===== src/rtl/onstate_pkg.sv =====
// Shared state encodings and widths for the on-state qualifier.
package onstate_pkg;

    localparam int STATE_W = 3;

    localparam logic [STATE_W-1:0] ST_IDLE = 3'd0;
    localparam logic [STATE_W-1:0] ST_ARM  = 3'd1;
    localparam logic [STATE_W-1:0] ST_ON   = 3'd2;
    localparam logic [STATE_W-1:0] ST_DROP = 3'd3;
    localparam logic [STATE_W-1:0] ST_LOCK = 3'd4;

    // True for the states in which the qualified output is asserted.
    function automatic logic is_on_state(input logic [STATE_W-1:0] s);
        return (s == ST_ON) || (s == ST_DROP);
    endfunction

endpackage


===== src/rtl/onstate_cnt.sv =====
// Small saturating counter used for both the delay count and the on-time count.
module onstate_cnt #(
    parameter int CNT_W = 8
) (
    input  logic             i_clk,
    input  logic             i_rst,
    input  logic             i_clr,
    input  logic             i_load1,
    input  logic             i_inc,
    output logic [CNT_W-1:0] o_cnt
);

    logic [CNT_W-1:0] r_cnt;

    // Clear wins over load-1, load-1 wins over increment; increment stops at all-ones.
    always_ff @(posedge i_clk) begin
        if (i_rst || i_clr) begin
            r_cnt <= '0;
        end else if (i_load1) begin
            r_cnt <= CNT_W'(1);
        end else if (i_inc && (r_cnt != '1)) begin
            r_cnt <= r_cnt + CNT_W'(1);
        end
    end

    assign o_cnt = r_cnt;

endmodule


===== src/rtl/onstate_n.sv =====
// On-state qualifier: debounced, delayed and optionally time-limited enable.
module onstate_n
    import onstate_pkg::*;
#(
    parameter int CNT_W   = 8,
    parameter int ON_DLY  = 3,
    parameter int OFF_DLY = 2,
    parameter int MAX_ON  = 0
) (
    input  logic               i_clk,
    input  logic               i_rst,
    input  logic               i_do,
    output logic               o_f,
    output logic               o_f_rise,
    output logic               o_f_fall,
    output logic [STATE_W-1:0] o_state,
    output logic [CNT_W-1:0]   o_on_cnt
);

    // Delay parameters must be representable in the counters.
    generate
        if (CNT_W < 1 || CNT_W > 30) begin : g_bad_width
            $fatal(1, "onstate_n: CNT_W out of range");
        end else if (ON_DLY < 0 || ON_DLY >= (1 << CNT_W)) begin : g_bad_on
            $fatal(1, "onstate_n: ON_DLY does not fit CNT_W");
        end else if (OFF_DLY < 0 || OFF_DLY >= (1 << CNT_W)) begin : g_bad_off
            $fatal(1, "onstate_n: OFF_DLY does not fit CNT_W");
        end else if (MAX_ON < 0 || MAX_ON >= (1 << CNT_W)) begin : g_bad_max
            $fatal(1, "onstate_n: MAX_ON does not fit CNT_W");
        end
    endgenerate

    localparam logic [CNT_W-1:0] ON_DLY_C  = CNT_W'(ON_DLY);
    localparam logic [CNT_W-1:0] OFF_DLY_C = CNT_W'(OFF_DLY);
    localparam logic [CNT_W-1:0] MAX_ON_C  = CNT_W'(MAX_ON);

    logic [STATE_W-1:0] r_state;
    logic               r_f;
    logic               r_f_rise;
    logic               r_f_fall;
    logic [CNT_W-1:0]   r_on_cnt;

    logic [STATE_W-1:0] w_next;
    logic [CNT_W-1:0]   w_dcnt;
    logic [CNT_W-1:0]   w_ton;
    logic               w_d_load;
    logic               w_d_inc;
    logic               w_d_clr;
    logic               w_t_load;
    logic               w_t_inc;
    logic               w_t_clr;
    logic               w_max_hit;
    logic               w_f_next;

    // dcnt: qualify count in ARM, drop-out count in DROP.
    onstate_cnt #(.CNT_W(CNT_W)) u_dcnt (
        .i_clk   (i_clk),
        .i_rst   (i_rst),
        .i_clr   (w_d_clr),
        .i_load1 (w_d_load),
        .i_inc   (w_d_inc),
        .o_cnt   (w_dcnt)
    );

    // ton: cycles spent in ON/DROP since the last fresh qualification.
    onstate_cnt #(.CNT_W(CNT_W)) u_ton (
        .i_clk   (i_clk),
        .i_rst   (i_rst),
        .i_clr   (w_t_clr),
        .i_load1 (w_t_load),
        .i_inc   (w_t_inc),
        .o_cnt   (w_ton)
    );

    // The on-time limit overrides every other transition out of ON/DROP.
    assign w_max_hit = (MAX_ON != 0) && is_on_state(r_state) && (w_ton == MAX_ON_C);

    // Next-state and delay-counter control.
    always_comb begin
        w_next   = r_state;
        w_d_load = 1'b0;
        w_d_inc  = 1'b0;
        if (w_max_hit) begin
            w_next = i_do ? ST_LOCK : ST_IDLE;
        end else begin
            case (r_state)
                ST_IDLE: begin
                    if (i_do) begin
                        if (ON_DLY == 0) begin
                            w_next = ST_ON;
                        end else begin
                            w_next   = ST_ARM;
                            w_d_load = 1'b1;
                        end
                    end
                end
                ST_ARM: begin
                    if (!i_do) begin
                        w_next = ST_IDLE;
                    end else if (w_dcnt == ON_DLY_C) begin
                        w_next = ST_ON;
                    end else begin
                        w_d_inc = 1'b1;
                    end
                end
                ST_ON: begin
                    if (!i_do) begin
                        if (OFF_DLY == 0) begin
                            w_next = ST_IDLE;
                        end else begin
                            w_next   = ST_DROP;
                            w_d_load = 1'b1;
                        end
                    end
                end
                ST_DROP: begin
                    if (i_do) begin
                        w_next = ST_ON;
                    end else if (w_dcnt == OFF_DLY_C) begin
                        w_next = ST_IDLE;
                    end else begin
                        w_d_inc = 1'b1;
                    end
                end
                ST_LOCK: begin
                    if (!i_do) begin
                        w_next = ST_IDLE;
                    end
                end
                default: begin
                    w_next = ST_IDLE;
                end
            endcase
        end
    end

    // Counter housekeeping derived from the chosen transition.
    always_comb begin
        w_d_clr  = !(w_d_load || w_d_inc);
        w_t_load = !is_on_state(r_state) && (w_next == ST_ON);
        w_t_inc  = is_on_state(r_state) && is_on_state(w_next);
        w_t_clr  = !is_on_state(w_next);
        w_f_next = is_on_state(w_next);
    end

    // State, registered output and activation counter.
    always_ff @(posedge i_clk) begin
        if (i_rst) begin
            r_state  <= ST_IDLE;
            r_f      <= 1'b0;
            r_f_rise <= 1'b0;
            r_f_fall <= 1'b0;
            r_on_cnt <= '0;
        end else begin
            r_state  <= w_next;
            r_f      <= w_f_next;
            r_f_rise <= w_f_next && !r_f;
            r_f_fall <= !w_f_next && r_f;
            if (w_t_load) begin
                r_on_cnt <= r_on_cnt + CNT_W'(1);
            end
        end
    end

    assign o_f      = r_f;
    assign o_f_rise = r_f_rise;
    assign o_f_fall = r_f_fall;
    assign o_state  = r_state;
    assign o_on_cnt = r_on_cnt;

endmodule

===== config.mk =====
export PLATFORM = sky130hd
export DESIGN_NAME = onstate_n
export DESIGN_NICKNAME = d
export VERILOG_FILES = /design/src/rtl/onstate_pkg.sv /design/src/rtl/onstate_cnt.sv /design/src/rtl/onstate_n.sv
export SDC_FILE = /design/constraint.sdc
export NUM_CORES = 1
export LEC_CHECK = 0
export CELL_PAD_IN_SITES_DETAIL_PLACEMENT = 1
export CELL_PAD_IN_SITES_GLOBAL_PLACEMENT = 1
export CORE_MARGIN = 2
export CORE_UTILIZATION = 38
export DETAILED_ROUTE_END_ITERATION = 10
export PLACE_DENSITY = 0.84
export SLEW_MARGIN = 20
export SYNTH_ARGS = -nofsm -noshare
export SYNTH_HDL_FRONTEND = slang
export SYNTH_SLANG_ARGS = --single-unit
export TNS_END_PERCENT = 1

===== constraint.sdc =====
create_clock -name i_clk -period 1.8 [get_ports i_clk]
set_input_delay 0.36 -clock i_clk [delete_from_list [all_inputs] [get_ports i_clk]]
set_output_delay 0.36 -clock i_clk [all_outputs]
set_load 0.01 [all_outputs]

==> key figures <==
Run status
  • Outcome: completed

Layout
  • Fillers: between 200 and 300
  • Share of layout cells above drive strength 1: 0.206
  • Nets: ~140
  • # diodes: 0
  • Multi-input gate area: between 600 and 700 um^2
  • FF+latch area: about 440 um^2
  • Area Overhead vs Synth: 36.1%
  • Design area: 1360 um^2

Synthesis
  • Yosys warns: 0
  • Sequential area share after synthesis: 0.439
  • FFs w/ async S/R, synth: 0
  • FF+latch count, synth: 22
  • Syn_area_per_cell: around 9.3 um^2
  • Share of the synthesized area in the top cell type: 0.439
  • Most common cell in the netlist: dfxtp_1
  • Synth top area cells: dfxtp_1 44%, nand4_1 4.4%, ha_1 3.7%
  • List of most frequent post-synthesis cells: 22 x dfxtp_1, 8 x nor2_1, 7 x a21oi_1, 7 x nand4_1
  • Post-synth EDFFs: 0
  • Synth Cell Area: 1000 um^2
  • Syn Inst Count: 108
  • Mapped Nets: ~110
  • Unique masters post-synth: 31
  • Most area-hungry cell type in the Yosys netlist: dfxtp_1
  • Synth Flop Type: dfxtp_1

Routing
  • Total number of vias: 977
  • WL per Instance: between 15 and 20 um
  • Vias/cell: roughly 6
  • First DRT Iteration DRCs: 9
  • ANT nets after route: 0
  • Count of TritonRoute iterations in the first routing pass: 4
  • DRC errors left: 0
  • Total Wirelength: about 2600 um

Power
  • Sw Share: 0.231
  • Static Leak: about 0.00046 uW
  • Maximum VDD drop: 0.432 mV
  • Int Pwr: between 500 and 600 uW
  • Combinational Power Share: 0.064
  • Seq pwr share: 0.644
  • Sw Pwr: roughly 180 uW
  • Power Dens Cells: around 570 nW/um^2
  • Clk pwr share: 0.293

Clock tree
  • Total CTS buffers: 3
  • TritonCTS clock tree: done
  • Worst-skew pair later-pin latency: slightly above 300 ps
  • Root Driver: clkbuf_4
  • Clock transition at the registers of the reported paths: between 100 and 150 ps
  • Sink Count: 22
  • Worst-case clock buffer depth: 2
  • H-tree depth: 1

STA
  • Worst Tran Pin Value: 328 ps
  • Worst setup margin: approximately 53 ps
  • Final Hold Viols: 0
  • Max Clk Rate: about 0.57 GHz
  • Final Critical Period: approximately 1700 ps
  • RSZ-0062 raised after global routing: true
  • Final setup fails: 0
  • Worst slew margin: 0.781
  • Crit share post-route: 0.971
  • Max-slew violations: 0
  • Clock Skew: 6.61 ps

Placed design
  • DP Worst Slack: -385 ps
  • Dpl cell area: roughly 1300 um^2
  • Buffers added on ports: 16
  • DP HPWL: 1910 um
  • Gp weighted congestion: between 0.7 and 0.8

Floorplan
  • I/O Pins: 17
  • Die area: 3060 um^2
  • Die width: around 55 um
  • Core area: around 2500 um^2
  • Initial Util: 0.405
  • Die height: roughly 55 um
  • Row cnt: 18

Global routing
  • GRT Total Usage: 0.181
  • Vias in the first global route: 1001
  • Largest net degree at the start of global routing: 14
  • First-pass GRT wire length: approximately 4600 um
  • Grt ovf: 0
  • Antenna violations before repair: 0

Critical path
  • Worst path max stage delay: about 500 ps
  • Crit path launch type: input port
  • Worst path cell trace: clkdlybuf4s50_1, buf_4, nor2b_2, nand4_1, or4_1, a21oi_1
  • Worst Path Required: ~2100 ps
  • CP endpoint kind: flop
  • Critical Path AT: around 2000 ps
  • CP Class: input port to flop
  • CP Max Fanout: 4
  • Critical-path top delay cell: clkdlybuf4s50_1

Flow run
  • Max_cap viols: 0

Hold path
  • Worst hold path type: flop to flop
-- layout make-up --
| cell class | count | area share |
|---|---|---|
| multi-input cells | 80 | 0.444 |
| clock buffers | 3 | 0.0165 |
| inverters | 5 | 0.0138 |
| well taps | 30 | 0.0275 |
| repair buffers | 26 | 0.172 |
| flip-flops and latches | 22 | 0.326 |
-- power groups by stage --
stage / Sequential (uW) / Clock [uW] / Combinational (uW)
final: 499 / 227 / 49.4
after global routing: 500 / 251 / 53.9
after CTS: 498 / 230 / 47.8
after detailed placement: 508 / 0 / 44.0
after global placement: 507 / 0 / 42.9
after floorplan: 509 / 0 / 19.2
-- final timing paths --
path / startpoint / end / slack, ps / cells past startpoint
setup / recovery: i_do / o_on_cnt[3] / 50 / 6
hold / removal: o_f / o_f_rise / 460 / 1
hold reg to reg: o_f / o_f_rise / 460 / 1
setup reg to reg: u_dcnt.o_cnt[0] / o_on_cnt[3] / 110 / 5
-- placed cells by master (no fill, tap or decap), types with 3 or more instances in the layout --
| cell type | synthesis | routed |
|---|---|---|
| dfxtp_1 | 22 | 19 |
| nor2_1 | 8 | 8 |
| dfxtp_2 | 0 | 3 |
| buf_4 | 0 | 10 |
| nand4_1 | 7 | 7 |
| a21oi_1 | 7 | 7 |
| or3_1 | 4 | 4 |
| inv_1 | 5 | 5 |
| o21ai_0 | 5 | 5 |
| nand2_1 | 4 | 4 |
| a211oi_1 | 4 | 4 |
| nand3_1 | 3 | 3 |
| clkdlybuf4s50_1 | 0 | 16 |
| nor3_1 | 3 | 3 |
| xnor2_1 | 3 | 3 |
| clkbuf_4 | 0 | 3 |
| and3b_1 | 3 | 3 |
-- sequential cells by signal, indices dropped and copies added (netlist names) --
register,count
o_f_fall,1
o_f,1
o_on_cnt,8
o_f_rise,1
o_state,3
u_dcnt.o_cnt,8
-- layer usage --
layer | global-route usage | vias up | routed length [um]
met5 | 0 | - | 0
met4 | 0.0697 | 0 | 24
met3 | 0.0234 | 2 | 67
met2 | 0.301 | 21 | 1310
met1 | 0.236 | 481 | 1230
li1 | - | 473 | -
-- critical path: cells and delay by family --
family	cells	cell delay, ps
simple gates	3	840
buf+inv	2	640
compound gates	1	160
-- cells by family (layout without fill, tap and decap cells) --
group | count (synthesis) | count (layout) | synth area share
flip-flops | 22 | 22 | 0.439
buffers and inverters | 6 | 34 | 0.0225
AO/OA/AOI/OAI | 25 | 25 | 0.154
adder cells (fa/ha/maj) | 3 | 3 | 0.0375
AND/OR/NAND/NOR | 49 | 49 | 0.321
XOR/XNOR | 3 | 3 | 0.0262
-- repair_timing --
item	in CTS	in global routing
pin swaps	1	1
setup buffers	1	0
hold buffers	0	0
resized for setup	6	8
endpoints found under the setup margin	7	15
-- per-stage QoR --
| stage | hold WS (ps) | instances | utilization | power, uW | setup TNS (ps) |
|---|---|---|---|---|---|
| floorplan | 437 | 108 | - | 528 | 0 |
| global placement | 429 | 162 | 0.510 | 550 | -3330 |
| detailed placement | 443 | 162 | 0.510 | 552 | -4330 |
| CTS | 463 | 166 | 0.539 | 776 | 0 |
| global route | 498 | 166 | 0.551 | 805 | -17.3 |
| finish | 458 | 166 | 0.551 | 775 | 0 |
Note: power is estimated with default switching activity, not from simulation.
